`config.mk`:
```
export PLATFORM = sky130hd
export DESIGN_NAME = eb_credit_tx
export DESIGN_NICKNAME = d
export VERILOG_FILES = /design/src/rtl/eb_pkg.sv /design/src/rtl/eb_credit_cnt.sv /design/src/rtl/eb_credit_tx.sv
export SDC_FILE = /design/constraint.sdc
export NUM_CORES = 1
export LEC_CHECK = 0
export BUFFER_PORTS_ARGS = -buffer_cell sky130_fd_sc_hd__buf_2
export CAP_MARGIN = 20
export CORE_MARGIN = 5
export CORE_UTILIZATION = 45
export CTS_CLUSTER_DIAMETER = 60
export DETAILED_ROUTE_END_ITERATION = 8
export PLACE_DENSITY = 0.81
export SETUP_SLACK_MARGIN = 0.2
export SLEW_MARGIN = 20
export SYNTH_ARGS = -nofsm -noshare
export SYNTH_HDL_FRONTEND = slang
export SYNTH_HIERARCHICAL = 1
export SYNTH_SLANG_ARGS = --single-unit
```
`constraint.sdc`:
```
create_clock -name clk -period 3.8 [get_ports clk]
set_clock_uncertainty 0.2 [all_clocks]
set_input_delay 0.19 -clock clk [delete_from_list [all_inputs] [get_ports clk]]
set_output_delay 0.19 -clock clk [all_outputs]
set_load 0.02 [all_outputs]
```
`src/rtl/eb_pkg.sv`:
```
// Shared helpers for the elastic-buffer credit link.
package eb_pkg;

  // Constant-evaluable ceil(log2(value)); returns 0 for value <= 1.
  function automatic int eb_clog2(input int value);
    int result;
    result = 0;
    for (int i = 0; i < 31; i++) begin
      if ((1 << i) < value) result = i + 1;
    end
    return result;
  endfunction

  // Counter width able to hold 0..credits inclusive.
  function automatic int eb_credit_width(input int credits);
    return eb_clog2(credits + 1);
  endfunction

endpackage

```
`src/rtl/eb_credit_cnt.sv`:
```
// Up/down credit counter: starts full, saturates at INIT, flags a sticky overflow.
module eb_credit_cnt
  import eb_pkg::*;
#(
  parameter int INIT = 4,
  localparam int CW = eb_credit_width(INIT)
) (
  input  logic          clk,
  input  logic          reset_n,
  input  logic          inc,
  input  logic          dec,
  output logic [CW-1:0] cnt,
  output logic          zero,
  output logic          full,
  output logic          ovf
);

  localparam logic [CW-1:0] INIT_VAL = CW'(INIT);

  assign zero = (cnt == '0);
  assign full = (cnt == INIT_VAL);

  always_ff @(posedge clk or negedge reset_n) begin
    if (!reset_n) begin
      cnt <= INIT_VAL;
      ovf <= 1'b0;
    end else begin
      if (inc && !dec) begin
        // A return while already full means the remote side lost track; hold and flag.
        if (full) ovf <= 1'b1;
        else      cnt <= cnt + 1'b1;
      end else if (dec && !inc && !zero) begin
        cnt <= cnt - 1'b1;
      end
    end
  end

endmodule

```
`src/rtl/eb_credit_tx.sv`:
```
// Credit-flow-controlled transmitter: req/ack upstream, valid-only registered downstream.
module eb_credit_tx
  import eb_pkg::*;
#(
  parameter int WIDTH = 32,
  parameter int CREDITS = 4,
  localparam int CW = eb_credit_width(CREDITS)
) (
  input  logic             clk,
  input  logic             reset_n,
  input  logic             t_req,
  output logic             t_ack,
  input  logic [WIDTH-1:0] t_data,
  output logic             o_valid,
  output logic [WIDTH-1:0] o_data,
  input  logic             cr_ret,
  output logic [CW-1:0]    credit_cnt,
  output logic             idle,
  output logic             err_ovf
);

  logic acc;
  logic cnt_zero;
  logic cnt_full;

  eb_credit_cnt #(
    .INIT (CREDITS)
  ) u_credit_cnt (
    .clk     (clk),
    .reset_n (reset_n),
    .inc     (cr_ret),
    .dec     (acc),
    .cnt     (credit_cnt),
    .zero    (cnt_zero),
    .full    (cnt_full),
    .ovf     (err_ovf)
  );

  // Ack comes only from the registered count, so a same-cycle return cannot raise it.
  assign t_ack = !cnt_zero;
  assign acc   = t_req && t_ack;
  assign idle  = cnt_full && !o_valid;

  always_ff @(posedge clk or negedge reset_n) begin
    if (!reset_n) begin
      o_valid <= 1'b0;
      o_data  <= '0;
    end else begin
      o_valid <= acc;
      if (acc) o_data <= t_data;
    end
  end

endmodule

```
## Word level (Yosys, flattened, before mapping)

Index checks and enable logic that the tools add are counted.

| operators by class | value |
|---|---|
| reduce and logical (&&, ||, !) cells | 13 |
| equal/unequal tests | 2 |
| mux-type cells | 3 |
| add/subtract/negate cells | 2 |

Operators with widths:

| kind | count |
|---|---|
| $mux 3 | 3 |
| $logic_and 1x1->1 | 5 |
| $logic_not 1->1 | 4 |
| $reduce_and 2->1 | 2 |
| $add 3x1->3 const B | 1 |
| $eq 3x3->1 const B | 1 |
| $logic_not 3->1 | 1 |
| $sub 3x1->3 const B | 1 |
| $ne 2x2->1 const B | 1 |
| $reduce_bool 2->1 | 1 |

| word-level totals | value |
|---|---|
| output and inout port bits | 39 |
| flip-flop bits (word level) | 37 |
| bits of input ports | 36 |
| logic and storage cells | 24 |

## Logic depth before layout (Yosys ltp)

| depth | value |
|---|---|
| word-level depth | 7 |
| mapped depth | 10 |
| mapped depth without buffers | 8 |

## Modules after synthesis

The synthesis kept the hierarchy.

Modules (own cells, without submodules):

| module | cells each | seq. area each (um^2) | instances | area an instance (um^2) |
|---|---|---|---|---|
| eb_credit_tx | 72 | 825.8 | 1 | 1,356.3 |
| eb_credit_cnt | 27 | 101.3 | 1 | 256.5 |

## Worst setup path before layout

No wires, ideal clock.

| timing | value |
|---|---|
| path kind | flip-flop to flip-flop |
| start | reg u_credit_cnt.cnt[0] |
| end | reg u_credit_cnt.cnt[2] |
| path buffers | 2 |
| stages on the path, launching flop included | 10 |
| setup slack | 1,304 ps |
| period minus slack after synthesis | 2,496 ps |
| data required time | 3,518 ps |
| data arrival time | 2,214 ps |
| library setup time | 82 ps |
| cells stage by stage | dfrtp_1 nor3_1 nor2b_1 buf_6 buf_6 nor2b_2 inv_2 fa_1 or3_1 a22oi_1 |

| between the ends | value |
|---|---|
| cells in the longest elaborated chain, start to end | 7 |
| elaborated cells between the ends (all ways) | 16 |
| classes of those cells | add/sub: 2; eq/ne: 2; mux: 3; reduce/logical: 9 |

Ends and longest elaborated chain:

| what | line | RTL |
|---|---|---|
| from (decl) | eb_credit_cnt.sv:12 | `output logic [CW-1:0] cnt,` |
| from (signal assigned) | eb_credit_cnt.sv:31 | `else cnt <= cnt + 1'b1;` |
| from (signal assigned) | eb_credit_cnt.sv:33 | `cnt <= cnt - 1'b1;` |
| $logic_not 3->1 * | eb_credit_cnt.sv:20 | `assign zero = (cnt == '0);` |
| net cnt_zero | eb_credit_tx.sv:23 | `logic cnt_zero;` |
| $logic_not 1->1 * | eb_credit_tx.sv:40 | `assign t_ack = !cnt_zero;` |
| $logic_and 1x1->1 * | eb_credit_tx.sv:41 | `assign acc = t_req && t_ack;` |
| net acc | eb_credit_tx.sv:22 | `logic acc;` |
| $logic_not 1->1 / $logic_and 1x1->1 (equally long branches) | eb_credit_cnt.sv:28, eb_credit_cnt.sv:32 |  |
| $logic_and 1x1->1 (on tied branches) | eb_credit_cnt.sv:28, eb_credit_cnt.sv:32 |  |
| $ne 2x2->1 (no line) / $reduce_bool 2->1 (equally long branches) | -- |  |
| $reduce_and 2->1 (no line) | -- |  |

The timed path passes the listed nets; every way through them passes the cells marked *. The select of a mux whose other input is x is not followed.
A chain may end at the register's enable or synchronous reset.

## Final worst setup path

| timing | value |
|---|---|
| start | reg u_credit_cnt.cnt[0] |
| end | reg u_credit_cnt.cnt[2] |

| between the ends | value |
|---|---|
| cells in the longest elaborated chain, start to end | 7 |
| elaborated cells between the ends (all ways) | 16 |
| classes of those cells | add/sub: 2; eq/ne: 2; mux: 3; reduce/logical: 9 |

Ends and longest elaborated chain:

| what | line |
|---|---|
| $logic_not 3->1 * | eb_credit_cnt.sv:20 |
| net cnt_zero | eb_credit_tx.sv:23 |
| $logic_not 1->1 * | eb_credit_cnt.sv:32, eb_credit_tx.sv:40 |
| $logic_and 1x1->1 | eb_credit_tx.sv:41 |
| $logic_not 1->1 / $logic_and 1x1->1 (equally long branches) | eb_credit_cnt.sv:28, eb_credit_cnt.sv:32 |
| $logic_and 1x1->1 (on tied branches) | eb_credit_cnt.sv:28, eb_credit_cnt.sv:32 |
| $ne 2x2->1 (no line) / $reduce_bool 2->1 (equally long branches) | -- |
| $reduce_and 2->1 (no line) | -- |

Marks and branches as above.

==> results.md <==
- Number of vias per cell: 4.75
- Vias: between 1000 and 1500
- Mapped cell area: between 1500 and 2000 µm²
- Synthesized flop and latch total: 37
- Leakage power: 1.21 nW
- Ports: 75
- Non-Filler Instances: 257
- Cell Chain, Critical Path: nor3_1 -> nor2b_4 -> nor2b_2 -> inv_2 -> fa_1 -> or3_1 -> a22oi_1
- Vias in the first global route: between 1000 and 1500
- Initial Util: 0.472
- Ranking of synthesized cells by area: dfrtp_1 (56%), mux2_4 (27%), buf_6 (2.8%), mux2_2 (2.1%), dfstp_2 (1.6%)
- Remaining antenna violation count: 0
- # fillers: around 250
- DR iter-0 viols: 34
- Mapped Nets: roughly 140
- HPWL after detailed placement: 2.62 mm
- Final hold violations: 0
- Layout cells sized above 1: 0.559
- Ys Warns: 6
- Area leader, netlist: dfrtp_1
- Row cnt: 21
- Synth cell count leaders: dfrtp_1 (36), mux2_4 (29), buf_6 (4)
- Register area share after synthesis: 0.575
- Clock-pin slew on the worst setup and hold paths: around 0.10 ns
- Die area: roughly 4900 µm²
- Core Util, Final: 0.700
- Yosys top cell area share: 0.559
- Multi-input logic area: between 600 and 700 µm²
- Delay-heaviest family, CP: simple AND/OR/NAND/NOR gates
- Maxcap violations: 0
- Placed cells: 216
- CTS-repair resized insts: 0
- Endpoints failing setup: 0
- Port bufs: 74
- Crit Path Class: flip-flop to flip-flop
- Pwr Density: around 620 nW/µm²
- TritonCTS clock tree: built
- CP Buf/Inv Count: 1
- Number of CTS-inserted buffers: 5
- Worst Max-Slew Pin Slew: ~0.79 ns
- Sink Count: 37
- Gpl congestion: 0.739
- Clk buf depth: 2
- Setup crit end kind: flip-flop
- Largest net degree at the start of global routing: 38
- Area after DPL: 2010 µm²
- Slowest cell on crit path: dfrtp_1
- CORE AREA: 3420 µm²
- Worst Path Arrival: around 2.6 ns
- EDFF count, synth: 0
- Crit-path max cell delay: roughly 0.47 ns
- Global Route Usage Sum: 0.172
- Fin crit share: 0.656
- Peak VDD IR: 431 µV
- Finished Cell Area: 2390 µm²
- First-pass GRT wire length: 6.61 mm
- # DRC: 0
- Fin Setup TNS: 0 ns
- Min-delay worst type: input port to flip-flop
- Cell count after synthesis: 99
- CP startpoint kind: flip-flop
- Run status: finished, final reports clean
- Post-synthesis cell type count: 23
- Slew headroom: 0.474
- Ys async rst share: 1.00
- Worst path required time: 3.86 ns
- Horiz. Die Dim: between 60 and 70 µm
- Main flop type after synthesis: dfrtp_1
- H-tree levels: 2
- Remaining Overflow, GRT: 0
- Final hold slack: 0.0697 ns
- P&R area growth vs syn: 48.3%
- Post-Syn Area per Cell: between 15 and 20 µm²
- Detailed Routing Iterations Pass 1: 4
- Wire per inst: around 16 µm
- Max Slew Vio Count: 0
- Final min period: between 2 and 2.5 ns
- Count leader, synth: dfrtp_1
- RSZ-0062 raised after global routing: no
- Layout net count: 247
- Root Driver: clkbuf_4
- Initial antenna violation count: 0
- Final wirelength: ~4.1 mm
- # diodes: 0
- Crit path max fanout: 7
- Reg area: just over 900 µm²
- Worst-skew pair later-pin latency: between 0.3 and 0.4 ns
- Achievable Freq: roughly 0.4 GHz
- Die height: between 60 and 70 µm
-- final cells by class --
class	count	share of cell area
timing repair buffer	108	0.296
inverter	4	0.00628
clock buffer	6	0.0173
multi-input combinational	54	0.265
clock inverter	2	0.00418
sequential	37	0.388
tap	46	0.0241
-- state kept, by name, indices dropped and copies added, names as in the netlist --
register / count
o_valid: 1
u_credit_cnt/ovf: 1
u_credit_cnt/cnt: 3
o_data: 32
-- cells by family (layout without fill, tap and decap cells) --
family,count (synthesis),after routing,share of synthesized area
AOI/OAI and AO/OA,8,8,0.0349
xor gates and xnor gates,2,2,0.0109
adders and majority gates,1,1,0.0124
buffers and inverters,8,120,0.0372
DFF,37,37,0.575
muxes,32,32,0.291
and+or+nand+nor,11,11,0.0388
-- through the flow --
stage | worst slack, ns | total power (W)
6_report | 1.31 | 0.00148
5_1_grt | 1.17 | 0.00156
4_1_cts | 1.31 | 0.00149
3_5_place_dp | 1.34 | 0.00126
3_3_place_gp | 1.50 | 0.00123
2_1_floorplan | 1.30 | 0.00106
-- layer usage --
layer	routed length [µm]	GRT usage
met5	0	0
met4	40	0.0511
met3	294	0.0488
met2	2140	0.320
met1	1580	0.189
-- timing repair --
item | in CTS | in global routing
hold buffers | 33 | 0
hold endpoints to repair | 68 | 0
buffers inserted | 0 | 0
-- worst register-to-register path: stages (launching register included) --
cell and delay, ns:
dfrtp_1 0.47, nor3_1 0.43, nor2b_4 0.08, nor2b_2 0.17, inv_2 0.07, fa_1 0.42
or3_1 0.41, a22oi_1 0.16
-- where the power goes --
part | switching, W | internal [W]
registers | 0.0000938 | 0.000517
clock network | 0.000122 | 0.0000705
logic | 0.000358 | 0.000319
total | 0.000574 | 0.000907
-- path summary, 6_finish.rpt --
path,start,end,slack [ns],cells after the start
setup / recovery,u_credit_cnt/cnt[0],u_credit_cnt/cnt[2],1.31,7
hold / removal,cr_ret,u_credit_cnt/cnt[1],0.07,4
setup reg to reg,u_credit_cnt/cnt[0],u_credit_cnt/cnt[2],1.31,7
hold reg to reg,u_credit_cnt/ovf,u_credit_cnt/ovf,0.27,1
max in group asynchronous,reset_n,o_data[17],2.63,2
min in group asynchronous,reset_n,o_data[24],0.27,2
-- cell usage in the layout (no fill, tap or decap) --
cell type and n:
o221a_1 1, fa_1 1, dlygate4sd3_1 33, mux2_2 3, o21ai_0 1, clkinv_2 2, dfrtp_1 36, nor2b_4 1
inv_2 1, clkbuf_1 1, or3_1 1, mux2_4 29, a22oi_1 1, a21oi_1 2, nor2b_2 1, buf_4 1
dfstp_2 1, clkbuf_4 5, xor2_1 2, nor2_1 3, a21o_1 1, nor2b_1 2, nand2b_1 1, inv_1 3
a221oi_1 1, buf_2 74, and2_1 1, o22ai_1 1, nor3_1 1
Power figures use the tool's default switching activity.
